==> src/rtl/periph_bus_pkg.sv <==
// periph_bus_pkg: shared bus widths, LED panel address and arbiter state encoding
package periph_bus_pkg;
    localparam int ADDR_W = 19;
    localparam int DATA_W = 8;
    localparam logic [ADDR_W-1:0] LED_PANEL_ADDR = 19'h5c00;
    typedef enum logic [1:0] {IDLE, ISSUE, WAIT, DONE} arb_state_t;
endpackage

==> src/rtl/periph_bus_arbiter_rr_pick2.sv <==
// rr_pick2: two-way round-robin selector; on a tie the master other than last wins
module rr_pick2 (
    input  logic [1:0] req,
    input  logic       last,
    output logic       valid,
    output logic       winner
);
    always_comb begin
        valid  = |req;
        winner = &req ? ~last : req[1];
    end
endmodule

==> src/rtl/periph_bus_arbiter.sv <==
// periph_bus_arbiter: shares the peripheral bus between two masters, one transaction at a time
module periph_bus_arbiter #(
    parameter int ADDR_W       = periph_bus_pkg::ADDR_W,
    parameter int DATA_W       = periph_bus_pkg::DATA_W,
    parameter int READ_LATENCY = 1
) (
    input  logic              clock,
    input  logic              reset,
    input  logic              m0_req,
    input  logic [ADDR_W-1:0] m0_addr,
    input  logic              m0_we,
    input  logic [DATA_W-1:0] m0_wdata,
    output logic              m0_grant,
    output logic              m0_done,
    output logic [DATA_W-1:0] m0_rdata,
    input  logic              m1_req,
    input  logic [ADDR_W-1:0] m1_addr,
    input  logic              m1_we,
    input  logic [DATA_W-1:0] m1_wdata,
    output logic              m1_grant,
    output logic              m1_done,
    output logic [DATA_W-1:0] m1_rdata,
    output logic [ADDR_W-1:0] bus_addr,
    output logic              bus_we,
    output logic [DATA_W-1:0] bus_wdata,
    input  logic [DATA_W-1:0] bus_rdata
);
    import periph_bus_pkg::*;

    if (READ_LATENCY < 1 || READ_LATENCY > 7) begin : g_bad_latency
        $error("READ_LATENCY must be within 1..7");
    end

    localparam logic [2:0] CNT_LOAD = 3'(READ_LATENCY - 1);

    arb_state_t        state, next_state;
    logic              valid, winner, owner, last_grant, lat_we;
    logic [ADDR_W-1:0] lat_addr;
    logic [DATA_W-1:0] lat_wdata;
    logic [2:0]        cnt;

    rr_pick2 u_pick (
        .req    ({m1_req, m0_req}),
        .last   (last_grant),
        .valid  (valid),
        .winner (winner)
    );

    always_ff @(posedge clock)
        state <= !reset ? IDLE : next_state;

    always_comb begin
        next_state = state;
        case (state)
            IDLE:  next_state = valid ? ISSUE : IDLE;
            ISSUE: next_state = WAIT;
            WAIT:  next_state = cnt == 3'd0 ? DONE : WAIT;
            DONE:  next_state = IDLE;
        endcase
    end

    always_ff @(posedge clock) begin
        if (!reset) begin
            owner      <= 1'b0;
            last_grant <= 1'b1;
            lat_addr   <= '0;
            lat_we     <= 1'b0;
            lat_wdata  <= '0;
            cnt        <= '0;
            m0_rdata   <= '0;
            m1_rdata   <= '0;
        end else begin
            if (state == IDLE && valid) begin
                owner     <= winner;
                lat_addr  <= winner ? m1_addr : m0_addr;
                lat_we    <= winner ? m1_we : m0_we;
                lat_wdata <= winner ? m1_wdata : m0_wdata;
            end
            if (state == ISSUE || state == WAIT)
                cnt <= state == ISSUE ? CNT_LOAD : cnt - 3'd1;
            // Writes capture too; the value is meaningless but keeps the path uniform
            if (state == WAIT && cnt == 3'd0) begin
                if (owner)
                    m1_rdata <= bus_rdata;
                else
                    m0_rdata <= bus_rdata;
            end
            if (state == DONE)
                last_grant <= owner;
        end
    end

    always_comb begin
        m0_grant  = state != IDLE && !owner;
        m1_grant  = state != IDLE && owner;
        m0_done   = state == DONE && !owner;
        m1_done   = state == DONE && owner;
        bus_we    = state == ISSUE && lat_we;
        bus_addr  = lat_addr;
        bus_wdata = lat_wdata;
    end
endmodule
==> config.mk <==
export PLATFORM = sky130hd
export DESIGN_NAME = periph_bus_arbiter
export DESIGN_NICKNAME = d
export VERILOG_FILES = /design/src/rtl/periph_bus_pkg.sv /design/src/rtl/periph_bus_arbiter_rr_pick2.sv /design/src/rtl/periph_bus_arbiter.sv
export SDC_FILE = /design/constraint.sdc
export NUM_CORES = 1
export LEC_CHECK = 0
export CAP_MARGIN = 20
export CELL_PAD_IN_SITES_DETAIL_PLACEMENT = 1
export CELL_PAD_IN_SITES_GLOBAL_PLACEMENT = 2
export CORE_ASPECT_RATIO = 1.2
export CORE_UTILIZATION = 22
export DETAILED_ROUTE_END_ITERATION = 10
export PLACE_DENSITY_LB_ADDON = 0.1
export SLEW_MARGIN = 10
export SYNTH_ARGS = -nofsm -noshare
export SYNTH_HDL_FRONTEND = slang
export SYNTH_SLANG_ARGS = --single-unit
==> constraint.sdc <==
create_clock -name clock -period 1.9 [get_ports clock]
set_clock_uncertainty 0.15 [all_clocks]
set_input_delay 0.285 -clock clock [delete_from_list [all_inputs] [get_ports clock]]
set_output_delay 0.285 -clock clock [all_outputs]
set_load 0.02 [all_outputs]
==> After elaboration in Yosys (flattened, before gate mapping) <==
Cells that the tools add are included.
{ "classes": {"n_div": 0, "n_mul": 0, "n_bitwise": 2, "n_reduce_logical": 16, "eq_ne": 3, "n_shift": 0, "mux": 8, "addsub": 1, "order_cmp": 0} }
{ "ops": {"columns": ["cell", "n"], "rows": [
  ["19-bit 2-to-1 mux", 1],
  ["8-bit 2-to-1 mux", 1],
  ["2-bit one-hot mux with 4 select lines", 1],
  ["1-bit logical AND", 7],
  ["2-bit AND reduction", 3],
  ["2-bit equality test, second input constant", 2],
  ["1-bit 2-to-1 mux", 4],
  ["3-bit logical NOT", 1],
  ["3-bit 2-to-1 mux", 1],
  ["3-bit by 1-bit subtractor with 3-bit output, second input constant", 1],
  ["2-bit by 1-bit equality test with 1-bit output, second input constant", 1],
  ["2-bit logical NOT", 1],
  ["1-bit inverter", 2],
  ["2-bit nonzero test", 1],
  ["2-bit OR reduction", 1],
  ["1-bit logical NOT", 1],
  ["1-bit logical OR", 1]
]} }
{ "totals": {"input_bits": 68, "output_inout_bits": 48, "latch_bits": 0, "elab_cells": 39, "n_memories": 0, "ff_bits": 51, "ram_bits": 0, "mem_bits_ro": 0} }

==> Longest topological paths before layout <==
Gate-level depths: netlist (run 1).
{ "depth": {"ltp_word": 3, "ltp_mapped": 7} }

==> Cells and area by module <==
Synthesis (run 1) repeated with hierarchy kept, for this count alone.
{ "hier_totals": {"hier_cells": 235, "area_unflattened_um2": 2421.1} }
{ "by_module_without_submodules": {"columns": ["module", "n_inst", "seq_area_each_um2", "area_per_inst_um2", "cells_per_inst"], "rows": [
  ["periph_bus_arbiter", 1, 1021.0, 2407.3, 233],
  ["rr_pick2", 1, 0.0, 13.8, 2]
]} }

==> Least setup slack after synthesis (run 1) <==
OpenSTA, ideal clock, no wires.
{ "synth_timing": {"path_type": "register to register", "startpoint": "reg cnt[0]", "endpoint": "reg m0_rdata[0]", "stages_incl_launch_ff": 8, "arrival_time_ps": 1232, "setup_ps": 116, "required_ps": 1634, "path_buffers": 1, "period_less_slack_ps": 1498, "setup_slack_ps": 402, "path_cell_list": "dfxtp_1 -> inv_1 -> ha_1 -> ha_1 -> nand3b_1 -> buf_4 -> mux2i_1 -> nor2b_1"} }
{ "synth_via": {"elab_chain_cells": 3} }
{ "synth_rtl": {"columns": ["item", "line", "rtl"], "rows": [
  ["from (decl)", "periph_bus_arbiter.sv:40", "logic [2:0] cnt;"],
  ["from (signal assigned)", "periph_bus_arbiter.sv:80", "cnt <= state == ISSUE ? CNT_LOAD : cnt - 3'd1;"],
  ["3-bit logical NOT", "periph_bus_arbiter.sv:82", "if (state == WAIT && cnt == 3'd0) begin"],
  ["1-bit logical AND", "periph_bus_arbiter.sv:82", null],
  ["2-bit AND reduction (no source line)", null, null],
  ["to (signal assigned)", "periph_bus_arbiter.sv:86", "m0_rdata <= bus_rdata;"],
  ["to (decl)", "periph_bus_arbiter.sv:15", "output logic [DATA_W-1:0] m0_rdata,"]
]} }
No other way between the ends.
A chain may end at the register's enable or synchronous reset.

==> Worst setup path in the final report (run 1) <==
{ "layout_timing": {"startpoint": "reg state[0]", "endpoint": "out m1_grant"} }
{ "layout_via": {"elab_chain_cells": 2} }
{ "layout_rtl": {"columns": ["item", "line", "rtl"], "rows": [
  ["from (decl)", "periph_bus_arbiter.sv:36", "arb_state_t state, next_state;"],
  ["from (signal assigned)", "periph_bus_arbiter.sv:50", "state <= !reset ? IDLE : next_state;"],
  ["2-bit nonzero test", "periph_bus_arbiter.sv:95", "m1_grant = state != IDLE && owner;"],
  ["1-bit logical AND", "periph_bus_arbiter.sv:95", null],
  ["to (decl)", "periph_bus_arbiter.sv:20", "output logic m1_grant,"]
]} }
No other way between the ends.

==> metrics.txt, run 1 <==
maximum vdd drop 348 µV; class of the worst hold path flip-flop to flip-flop; Max Transition Viols Final 0; commonest non-fill, non-tap cells in the layout 110 x clkdlybuf4s50_1, 51 x dfxtp_1, 30 x nand2_1; I/O pins 116; yosys warns 0; leakage 0.00153 µW; post-synth net total 327; post-synthesis sequential area ratio 0.439; Crit Reg-Reg Startpoint cnt[0]; Reg2Reg Depth 6; Vias 2,182; flop-to-flop setup slack 0.25 ns; DIE HEIGHT 115 µm; post-CTS sizing 6; fin crit period 1.82 ns; CTS tree built; CTS buffer count 5; port bufs 115; H-tree levels 2; core region area 10,200 µm²; CTS Hold Bufs 0; P per Cell Area 1020 nW/µm²; Critical Path RT 1.46 ns; Die ar. 11,000 µm²; antenna violations before repair 0; layout cells sized above 1 0.134; outcome complete, no violations; gpl congestion 0.663; worst hold start cnt[1]; Hold Fails Final Rpt 0; clock buffer depth 2; Startpoint Class flip-flop; Vias/cell 4.43; DP HPWL 5.04 mm; setup tns final 0 ns; max-cap violations 0; clock-pin transition on the worst setup and hold timing paths 0.07 ns; Final nets 439; crit path DAT 1.38 ns; Worst Path Max Fanout 3; RSZ-0062 raised after global routing no; Mean Syn Cell Area 9.18 µm²; setup bufs post-CTS 0; grt ovf 0; row cnt 40; Area Overhead vs Synth 64.8%; Setup crit end kind primary output; Post-Synthesis Cells 253; Distinct cells, synth 24; Least-Margin Pin Slew 0.315 ns; commonest non-fill, non-tap cell in the layout clkdlybuf4s50_1; Sink Count 51; overall power 3910 µW; first-pass GRT wire length 11.6 mm; Crit path buffers/inverters 2; clk_lat worst skew 0.29 ns; Die Wd 95.8 µm; CP Cell Sequence inv_1 > ha_1 > nor2b_1 > clkdlybuf4s15_1; CP delay by family, top buffers and inverters; mapped cell area 2320 µm²; RR Endpoint m1_rdata[7]; Tot GR Track Use 0.140; slew margin rel. 0.790; Worst path max stage delay 0.37 ns; endpoints failing setup 0; Antenna Diode Count 0; Routed WL per cell 14.9 µm; Routed Antenna Nets 0; Routed WL 7.34 mm; Seq cells post-synth 51; largest net degree at the start of global routing 52; # DRC 0; vias in the first global route 2,335; Initial Util 0.229; critical path class flip-flop to primary output; crit share post-route 0.955; fmax 551 MHz; clk root buf clkbuf_16; Min-Delay Endpoint cnt[1]; critical path's slowest cell dfxtp_1; DRT iter0 DRCs 80; DR pass1 iterations 4; worst hold stages 2
kinds of logic (layout without fill, tap and decap cells):
group | Yosys count | count (layout) | share of synthesized area
muxes | 19 | 19 | 0.0819
and+or+nand+nor | 62 | 62 | 0.130
DFF | 51 | 51 | 0.439
adders and majority gates | 6 | 6 | 0.0323
buffers and inverters | 24 | 137 | 0.0652
AOI/OAI and AO/OA | 91 | 91 | 0.251
cell type report:
class,instances,area (µm²)
Fill cell,1178,6330
Sequential cell,51,1020
Tap cell,126,158
Inverter,6,22.5
Multi-Input combinational cell,178,1170
Timing Repair Buffer,123,1270
Clock inverter,3,67.6
Clock buffer,5,125
power by group:
part           total [µW]  leakage (µW)  switching [µW]  internal (µW)
combinational        1390       0.00102             717            676
clock                1180     0.0000900             425            755
sequential           1330      0.000420            93.8           1240
cells in the mapped netlist:
cell      number  area share
dfxtp_1       51        0.44
nand2_1       30       0.048
a21oi_2       29        0.11
a21oi_1       28       0.060
nor2b_1       21       0.057
mux2i_1       19       0.082
o21ai_0       18       0.039
o21ai_1       11       0.024
clkbuf_1       6      0.0097
ha_1           6       0.032
inv_1          6      0.0097
nor2_1         6      0.0097
and2_1         3      0.0081
buf_2          3      0.0065
buf_4          3      0.0097
buf_6          3       0.015
buf_8          2       0.013
o21a_1         2      0.0065
a21bo_1        1      0.0043
a21boi_2       1      0.0048
a22oi_1        1      0.0032
clkbuf_2       1      0.0022
nand3_2        1      0.0043
nand3b_1       1      0.0032
per-stage QoR:
step                      hold WS (ns)  instances  setup WS, ns  cell area [µm²]  utilization
after global routing             0.399        492       0.00377             3830        0.377
final                            0.370        492        0.0849             3830        0.377
after CTS                        0.380        492        0.0121             3830        0.377
after detailed placement         0.362        484        0.0639             3640        0.359
after floorplan                  0.263        253         0.402             2320            -
after global placement           0.349        484        0.0559             3640        0.359
tightest hold or removal path: cells and delay by family, from the launching register on:
| kind | cells | cell delay [ns] |
|---|---|---|
| and+or+nand+nor | 1 | 0.09 |
| muxes | 1 | 0.07 |
| DFF | 1 | 0.33 |
per-layer routing:
metal  wire length (µm)  GRT usage  share of wire
met1               3120      0.163           0.43
met2               3690      0.245           0.50
met3                435     0.0405          0.059
met4                 96     0.0448          0.013
met5                  0          0              0
registers in the layout, summed over array words and instances (netlist names):
name / cells
bus_addr: 19
bus_wdata: 8
m0_rdata: 8
m1_rdata: 8
cnt: 3
state: 2
last_grant: 1
lat_we: 1
owner: 1
worst max path at each step:
| stage | endpoint | cells past startpoint | from |
|---|---|---|---|
| after floorplan | m0_rdata[0] | 7 | cnt[0] |
| after global placement | bus_we | 4 | state[1] |
| after detailed placement | bus_addr[2] | 5 | m1_req |
| after CTS | bus_we | 4 | state[1] |
| after global routing | m1_grant | 4 | state[0] |
| final | m1_grant | 4 | state[0] |
Power figures use the tool's default switching activity.
==> inputs of run 2 (changes only) <==
--- a/config.mk
+++ b/config.mk
@@ -9,10 +9,13 @@
 export CELL_PAD_IN_SITES_DETAIL_PLACEMENT = 1
 export CELL_PAD_IN_SITES_GLOBAL_PLACEMENT = 2
 export CORE_ASPECT_RATIO = 1.2
-export CORE_UTILIZATION = 22
+export CORE_UTILIZATION = 23
+export CTS_CLUSTER_SIZE = 12
 export DETAILED_ROUTE_END_ITERATION = 10
+export GPL_TIMING_DRIVEN = 0
 export PLACE_DENSITY_LB_ADDON = 0.1
 export SLEW_MARGIN = 10
 export SYNTH_ARGS = -nofsm -noshare
 export SYNTH_HDL_FRONTEND = slang
+export SYNTH_HIERARCHICAL = 1
 export SYNTH_SLANG_ARGS = --single-unit
==> run 2 against run 1 <==
Effect of this change:
- via count down 0.64%
- sequential share of layout area about the same
- sequential cell count unchanged
- total power down 7.8%
- critical endpoint unchanged
- highest routed layer unchanged
==> metrics.txt, run 2 <==
most common library cells after synthesis 51 x dfxtp_1, 44 x mux2i_1, 33 x a21oi_1, 25 x nand2_1, 20 x a211oi_2 (was 51 x dfxtp_1, 30 x nand2_1, 29 x a21oi_2, 28 x a21oi_1, 21 x nor2b_1); ys flop type dfxtp_1 (unchanged); outcome complete, no violations (unchanged); Hold Fails Final Rpt 0 (unchanged); Synth area leaders dfxtp_1 42%, mux2i_1 18%, a211oi_2 10%, a21oi_1 6.8%, nand2_1 3.9% (was dfxtp_1 44%, a21oi_2 11%, mux2i_1 8.2%, a21oi_1 6.0%, nor2b_1 5.7%); DR pass1 iterations 3 (was 4); DIE HEIGHT 114 µm (was 115 µm); most frequent cell after synthesis dfxtp_1 (unchanged); crit share post-route 0.953 (was 0.955); Synth area leader dfxtp_1 (unchanged); Vias/cell 4.50 (was 4.43); Die ar. 10,900 µm² (was 11,000 µm²); post-synth net total 309 (was 327); layout cells sized above 1 0.149 (was 0.134); first-pass GRT wire length 11.3 mm (was 11.6 mm); max-cap violations 0 (unchanged); endpoints failing setup 0 (unchanged); Routed Antenna Nets 0 (unchanged); Crit Reg-Reg Startpoint state[0] (was cnt[0]); Routed WL per cell 15.4 µm (was 14.9 µm); clk_lat worst skew 0.29 ns (about the same); Routed WL 7.43 mm (was 7.34 mm); Die Wd 95.7 µm (was 95.8 µm); CTS Hold Bufs 0 (unchanged); gpl congestion 0.658 (was 0.663); DRT iter0 DRCs 41 (was 80); CTS buffer count 5 (unchanged); # DRC 0 (unchanged); Pint 2410 µW (was 2670 µW); clk root buf clkbuf_16 (unchanged); asr flop ratio synth 0 (unchanged); RSZ-0062 raised after global routing no (unchanged); P per Cell Area 937 nW/µm² (was 1020 nW/µm²); Startpoint Class flip-flop (unchanged); DP Worst Slack -0.240 ns (was 0.0639 ns); port bufs 114 (was 115); antenna violations before repair 0 (unchanged); fillcell total 1,144 (was 1,178); Reg area 1020 µm² (about the same); Setup crit end kind primary output (unchanged); clock buffer depth 2 (unchanged); Clk pwr share 0.250 (was 0.302); worst hold start reset (was cnt[1]); slew margin rel. 0.679 (was 0.790); Finished Core Util 0.380 (was 0.377); largest net degree at the start of global routing 18 (was 52); Initial Util 0.239 (was 0.229); Sink Count 51 (unchanged); footprint of the multi-input gates 1230 µm² (was 1170 µm²); grt ovf 0 (unchanged); fmax 552 MHz (was 551 MHz); Vias 2,168 (was 2,182); Least-Margin Pin Slew 0.481 ns (was 0.315 ns); Final nets 429 (was 439); GR Util met3 0.0266 (was 0.0405); Antenna Diode Count 0 (unchanged); fin crit period 1.81 ns (was 1.82 ns); vias in the first global route 2,230 (was 2,335); Post-Synthesis Cells 235 (was 253); DP HPWL 5.55 mm (was 5.04 mm); class of the worst hold path primary input to flip-flop (was flip-flop to flip-flop); crit path DAT 1.38 ns (about the same); Final Worst Setup Slack 0.0899 ns (was 0.0849 ns); Finished Layout Cells 482 (was 492); mapped cell area 2420 µm² (was 2320 µm²); row cnt 40 (unchanged); commonest non-fill, non-tap cells in the layout 109 x clkdlybuf4s50_1, 49 x dfxtp_1, 44 x mux2i_1 (was 110 x clkdlybuf4s50_1, 51 x dfxtp_1, 30 x nand2_1); busiest grt layer met2 (unchanged); Placed Cells 475 (was 484); sequential share of power 0.368 (was 0.341); M1 GR Usage 0.156 (was 0.163); yosys warns 6 (was 0); grt met2 use 0.247 (was 0.245); core region area 10,100 µm² (was 10,200 µm²); post-synthesis sequential area ratio 0.422 (was 0.439); Synth top area share 0.422 (was 0.439); H-tree levels 2 (unchanged); Crit. Startpoint state[0] (unchanged); NetSw 1190 µW (was 1240 µW); Seq cells post-synth 51 (unchanged); Max Transition Viols Final 0 (unchanged); Area Overhead vs Synth 58.8% (was 64.8%); leakage 0.00147 µW (was 0.00153 µW); Worst Path Max Fanout 17 (was 3); number of flip-flops under the largest register name 19 (unchanged); Sw Share 0.331 (was 0.316); maximum vdd drop 360 µV (was 348 µV); setup bufs post-CTS 0 (unchanged); Tot GR Track Use 0.135 (was 0.140); Mean Syn Cell Area 10.3 µm² (was 9.18 µm²); I/O pins 116 (unchanged); Distinct cells, synth 27 (was 24); critical path class flip-flop to primary output (unchanged); CTS tree built (unchanged); Critical Path RT 1.46 ns (about the same); Logic pwr share 0.382 (was 0.357); clock-pin transition on the worst setup and hold timing paths 0.07 ns (about the same); number of synthesized flops with an enable pin 0 (unchanged); commonest non-fill, non-tap cell in the layout clkdlybuf4s50_1 (unchanged)
-- run 2: cell type report --
type / instances / share of cell area
plain buffers: 19 / 0.0348
clock buffers: 6 / 0.0335
clock inverters: 2 / 0.00326
inverters: 7 / 0.00684
multi-input cells: 157 / 0.321
flip-flops and latches: 51 / 0.266
well taps: 126 / 0.0410
repair buffers: 114 / 0.293
-- run 2: layer usage --
metal  wire (µm)  share of wire
met5           0              0
met2        3740           0.50
met3         480          0.065
met1        3130           0.42
met4          77          0.010
-- run 2: power by group through the flow --
stage / combinational [µW] / clock (µW) / sequential [µW]
2_1_floorplan: 667 / 0 / 1500
3_3_place_gp: 1390 / 0 / 1340
3_5_place_dp: 1410 / 0 / 1350
4_1_cts: 1410 / 933 / 1330
5_1_grt: 1500 / 981 / 1350
6_report: 1370 / 900 / 1330
-- run 2: cells by family after synthesis --
group,count (synthesis),share of synthesized area
mux,44,0.182
flops,51,0.422
compound gates,64,0.207
simple gates,43,0.0899
buf+inv,27,0.0682
fa+ha+maj,6,0.0310
-- run 2: final timing paths --
check / endpoint / slack [ns] / cells past startpoint
worst max-delay path: m1_grant / 0.09 / 5
worst min register to register: m1_rdata[4] / 0.31 / 2
worst min-delay path: m1_rdata[0] / 0.20 / 3
worst max register to register: bus_addr[16] / 0.24 / 7
-- run 2: through the flow --
step	hold slack (ns)	power, µW	cell area (µm²)	setup TNS [ns]
after floorplan	0.286	2160	2420	0
after global placement	0.296	2730	3720	-2.44
after detailed placement	0.301	2770	3720	-3.16
after CTS	0.208	3670	3850	0
after global routing	0.222	3830	3840	0
final	0.202	3600	3840	0
-- run 2: timing repair --
action                                  in CTS  in global routing
endpoints found under the hold margin        0                  0
endpoints found under the setup margin       5                  1
gates cloned                                 0                  0
gates resized for setup                     14                  2
-- run 2: critical path, cell delays in order, from the launching register on --
cell     delay [ns]
dfxtp_2        0.34
inv_1          0.06
ha_1           0.22
buf_6          0.17
nor2b_1        0.12
buf_2          0.17
==> inputs of run 3 (changes only) <==
--- a/config.mk
+++ b/config.mk
@@ -5,15 +5,16 @@
 export SDC_FILE = /design/constraint.sdc
 export NUM_CORES = 1
 export LEC_CHECK = 0
+export ABC_AREA = 1
 export CAP_MARGIN = 20
 export CELL_PAD_IN_SITES_DETAIL_PLACEMENT = 1
 export CELL_PAD_IN_SITES_GLOBAL_PLACEMENT = 2
 export CORE_ASPECT_RATIO = 1.2
-export CORE_UTILIZATION = 23
+export CORE_UTILIZATION = 21
 export CTS_CLUSTER_SIZE = 12
 export DETAILED_ROUTE_END_ITERATION = 10
 export GPL_TIMING_DRIVEN = 0
-export PLACE_DENSITY_LB_ADDON = 0.1
+export PLACE_DENSITY = 0.8
 export SLEW_MARGIN = 10
 export SYNTH_ARGS = -nofsm -noshare
 export SYNTH_HDL_FRONTEND = slang
==> run 3 against run 2 <==
Effect of this change:
- worst hold slack gained 0.11 ns
- final area is 4.6% higher
- die area is 15% higher
- synthesized cell count increased by 69%
- sequential power about the same
- sequential cell count unchanged
- via count rose by 23%
- clock power hardly changed
- combinational power is 5% higher
- critical path depth down 1
==> metrics.txt, run 3 <==
outcome complete, no violations (unchanged); class of the worst hold path flip-flop to flip-flop (was primary input to flip-flop); Die Wd 103 µm (was 95.7 µm); Seq cells post-synth 51 (unchanged); crit share post-route 0.936 (was 0.953); yosys warns 6 (unchanged); Vias/cell 3.93 (was 4.50); DP Worst Slack -0.100 ns (was -0.240 ns); Tot GR Track Use 0.128 (was 0.135); Sink Count 51 (unchanged); DP HPWL 6.07 mm (was 5.55 mm); post-synth net total 470 (was 309); commonest non-fill, non-tap cells in the layout 123 x nand2_1, 110 x clkdlybuf4s50_1, 84 x inv_1 (was 109 x clkdlybuf4s50_1, 49 x dfxtp_1, 44 x mux2i_1); Synth top area share 0.401 (was 0.422); Finished Layout Cells 676 (was 482); Clk pwr share 0.243 (was 0.250); RSZ-0062 raised after global routing no (unchanged); Post-Synthesis Cells 396 (was 235); Worst Path Max Fanout 3 (was 17); gpl congestion 0.705 (was 0.658); commonest non-fill, non-tap cell in the layout nand2_1 (was clkdlybuf4s50_1); ys flop type dfxtp_1 (unchanged); overall power 3700 µW (was 3600 µW); DIE HEIGHT 123 µm (was 114 µm); sequential share of power 0.368 (about the same); Finished Core Util 0.344 (was 0.380); clk_lat worst skew 0.29 ns (about the same); Routed Antenna Nets 0 (unchanged); design area 4020 µm² (was 3840 µm²); mapped cell area 2550 µm² (was 2420 µm²); slew margin rel. 0.672 (was 0.679); DR pass1 iterations 2 (was 3); first-pass GRT wire length 12.5 mm (was 11.3 mm); GR Util met3 0.0478 (was 0.0266); Final Worst Setup Slack 0.122 ns (was 0.0899 ns); Critical Path RT 1.46 ns (about the same); Routed WL 7.59 mm (was 7.43 mm); Synth area leaders dfxtp_1 40%, nand2_1 18%, inv_1 12%, a21oi_1 6.3%, nor2_1 6.2% (was dfxtp_1 42%, mux2i_1 18%, a211oi_2 10%, a21oi_1 6.8%, nand2_1 3.9%); most frequent cell after synthesis nand2_1 (was dfxtp_1); NetSw 1300 µW (was 1190 µW); Sw Share 0.351 (was 0.331); most common library cells after synthesis 123 x nand2_1, 84 x inv_1, 51 x dfxtp_1, 42 x nor2_1, 32 x a21oi_1 (was 51 x dfxtp_1, 44 x mux2i_1, 33 x a21oi_1, 25 x nand2_1, 20 x a211oi_2); vias in the first global route 2,689 (was 2,230); leakage 0.00197 µW (was 0.00147 µW); P per Cell Area 920 nW/µm² (was 937 nW/µm²); largest net degree at the start of global routing 16 (was 18); Distinct cells, synth 19 (was 27); maximum vdd drop 316 µV (was 360 µV); Setup crit end kind primary output (unchanged); number of synthesized flops with an enable pin 0 (unchanged); Least-Margin Pin Slew 0.492 ns (was 0.481 ns); clk root buf clkbuf_16 (unchanged); Initial Util 0.218 (was 0.239); DRT iter0 DRCs 43 (was 41); Area Overhead vs Synth 57.9% (was 58.8%); antenna violations before repair 0 (unchanged); Startpoint Class flip-flop (unchanged); Final nets 592 (was 429); endpoints failing setup 0 (unchanged); Antenna Diode Count 0 (unchanged); Placed Cells 668 (was 475); fmax 562 MHz (was 552 MHz); Vias 2,658 (was 2,168); I/O pins 116 (unchanged); # DRC 0 (unchanged); grt ovf 0 (unchanged); Synth area leader dfxtp_1 (unchanged); CTS buffer count 5 (unchanged); crit path DAT 1.34 ns (was 1.38 ns); Pint 2400 µW (was 2410 µW); Routed WL per cell 11.2 µm (was 15.4 µm); clock buffer depth 2 (unchanged); CTS tree built (unchanged); number of flip-flops under the largest register name 19 (unchanged); asr flop ratio synth 0 (unchanged); Hold Fails Final Rpt 0 (unchanged); M1 GR Usage 0.135 (was 0.156); H-tree levels 2 (unchanged); row cnt 43 (was 40); Die ar. 12,600 µm² (was 10,900 µm²); post-synthesis sequential area ratio 0.401 (was 0.422); core region area 11,700 µm² (was 10,100 µm²); critical path class flip-flop to primary output (unchanged); max-cap violations 0 (unchanged); Logic pwr share 0.389 (was 0.382); busiest grt layer met2 (unchanged); port bufs 115 (was 114); clock-pin transition on the worst setup and hold timing paths 0.07 ns (about the same); grt met2 use 0.233 (was 0.247); layout cells sized above 1 0.0597 (was 0.149); fin crit period 1.78 ns (was 1.81 ns); Mean Syn Cell Area 6.43 µm² (was 10.3 µm²); Max Transition Viols Final 0 (unchanged); Area after DPL 3890 µm² (was 3720 µm²)
-- run 3: layout make-up --
| class | count | area, µm² |
|---|---|---|
| Buffer | 18 | 130 |
| Clock buffer | 6 | 129 |
| Clock inverter | 2 | 12.5 |
| Fill cell | 1496 | 7650 |
| Inverter | 87 | 327 |
| Multi-Input combinational cell | 240 | 1070 |
| Sequential cell | 51 | 1020 |
| Tap cell | 157 | 196 |
| Timing Repair Buffer | 115 | 1130 |
-- run 3: cell families (layout without fill, tap and decap cells) --
logic type / after synthesis / after routing / share of synthesized area
AO/OA/AOI/OAI: 34 / 34 / 0.0668
flip-flops: 51 / 51 / 0.401
AND/OR/NAND/NOR: 200 / 200 / 0.324
adder cells (fa/ha/maj): 6 / 6 / 0.0295
buffers and inverters: 105 / 228 / 0.179
-- run 3: path summary, 6_finish.rpt --
kind         startpoint  endpoint  slack (ns)  cells past startpoint
min              cnt[1]    cnt[1]        0.31                      2
min reg2reg      cnt[1]    cnt[1]        0.31                      2
max reg2reg    state[0]    lat_we        0.30                      9
max            state[0]   m0_done        0.12                      4
-- run 3: layer usage --
| metal | up-vias | share of wire |
|---|---|---|
| met5 | - | 0 |
| met4 | 0 | 0.013 |
| met3 | 6 | 0.083 |
| met2 | 82 | 0.50 |
| met1 | 1170 | 0.40 |
| li1 | 1400 | - |
-- run 3: power groups by stage --
| stage | logic [µW] | registers [µW] | clock network [µW] |
|---|---|---|---|
| 4_1_cts | 1480 | 1360 | 942 |
| 3_3_place_gp | 1450 | 1380 | 0 |
| 5_1_grt | 1610 | 1390 | 980 |
| 2_1_floorplan | 662 | 1550 | 0 |
| 3_5_place_dp | 1480 | 1390 | 0 |
| 6_report | 1440 | 1360 | 900 |
-- run 3: worst max-delay path: stages (launching register included) --
cell,delay (ns)
dfxtp_1,0.37
ha_1,0.18
inv_1,0.05
nor2_1,0.12
clkdlybuf4s15_1,0.32
-- run 3: timing repair --
item	CTS	global route
setup buffers	0	0
setup endpoints to repair	5	13
resized for setup	9	7
hold buffers	0	0
-- run 3: per-stage QoR --
step	hold slack [ns]	TNS (ns)
2_1_floorplan	0.270	0
3_3_place_gp	0.305	-0.914
3_5_place_dp	0.307	-1.59
4_1_cts	0.317	0
5_1_grt	0.334	0
6_report	0.314	0
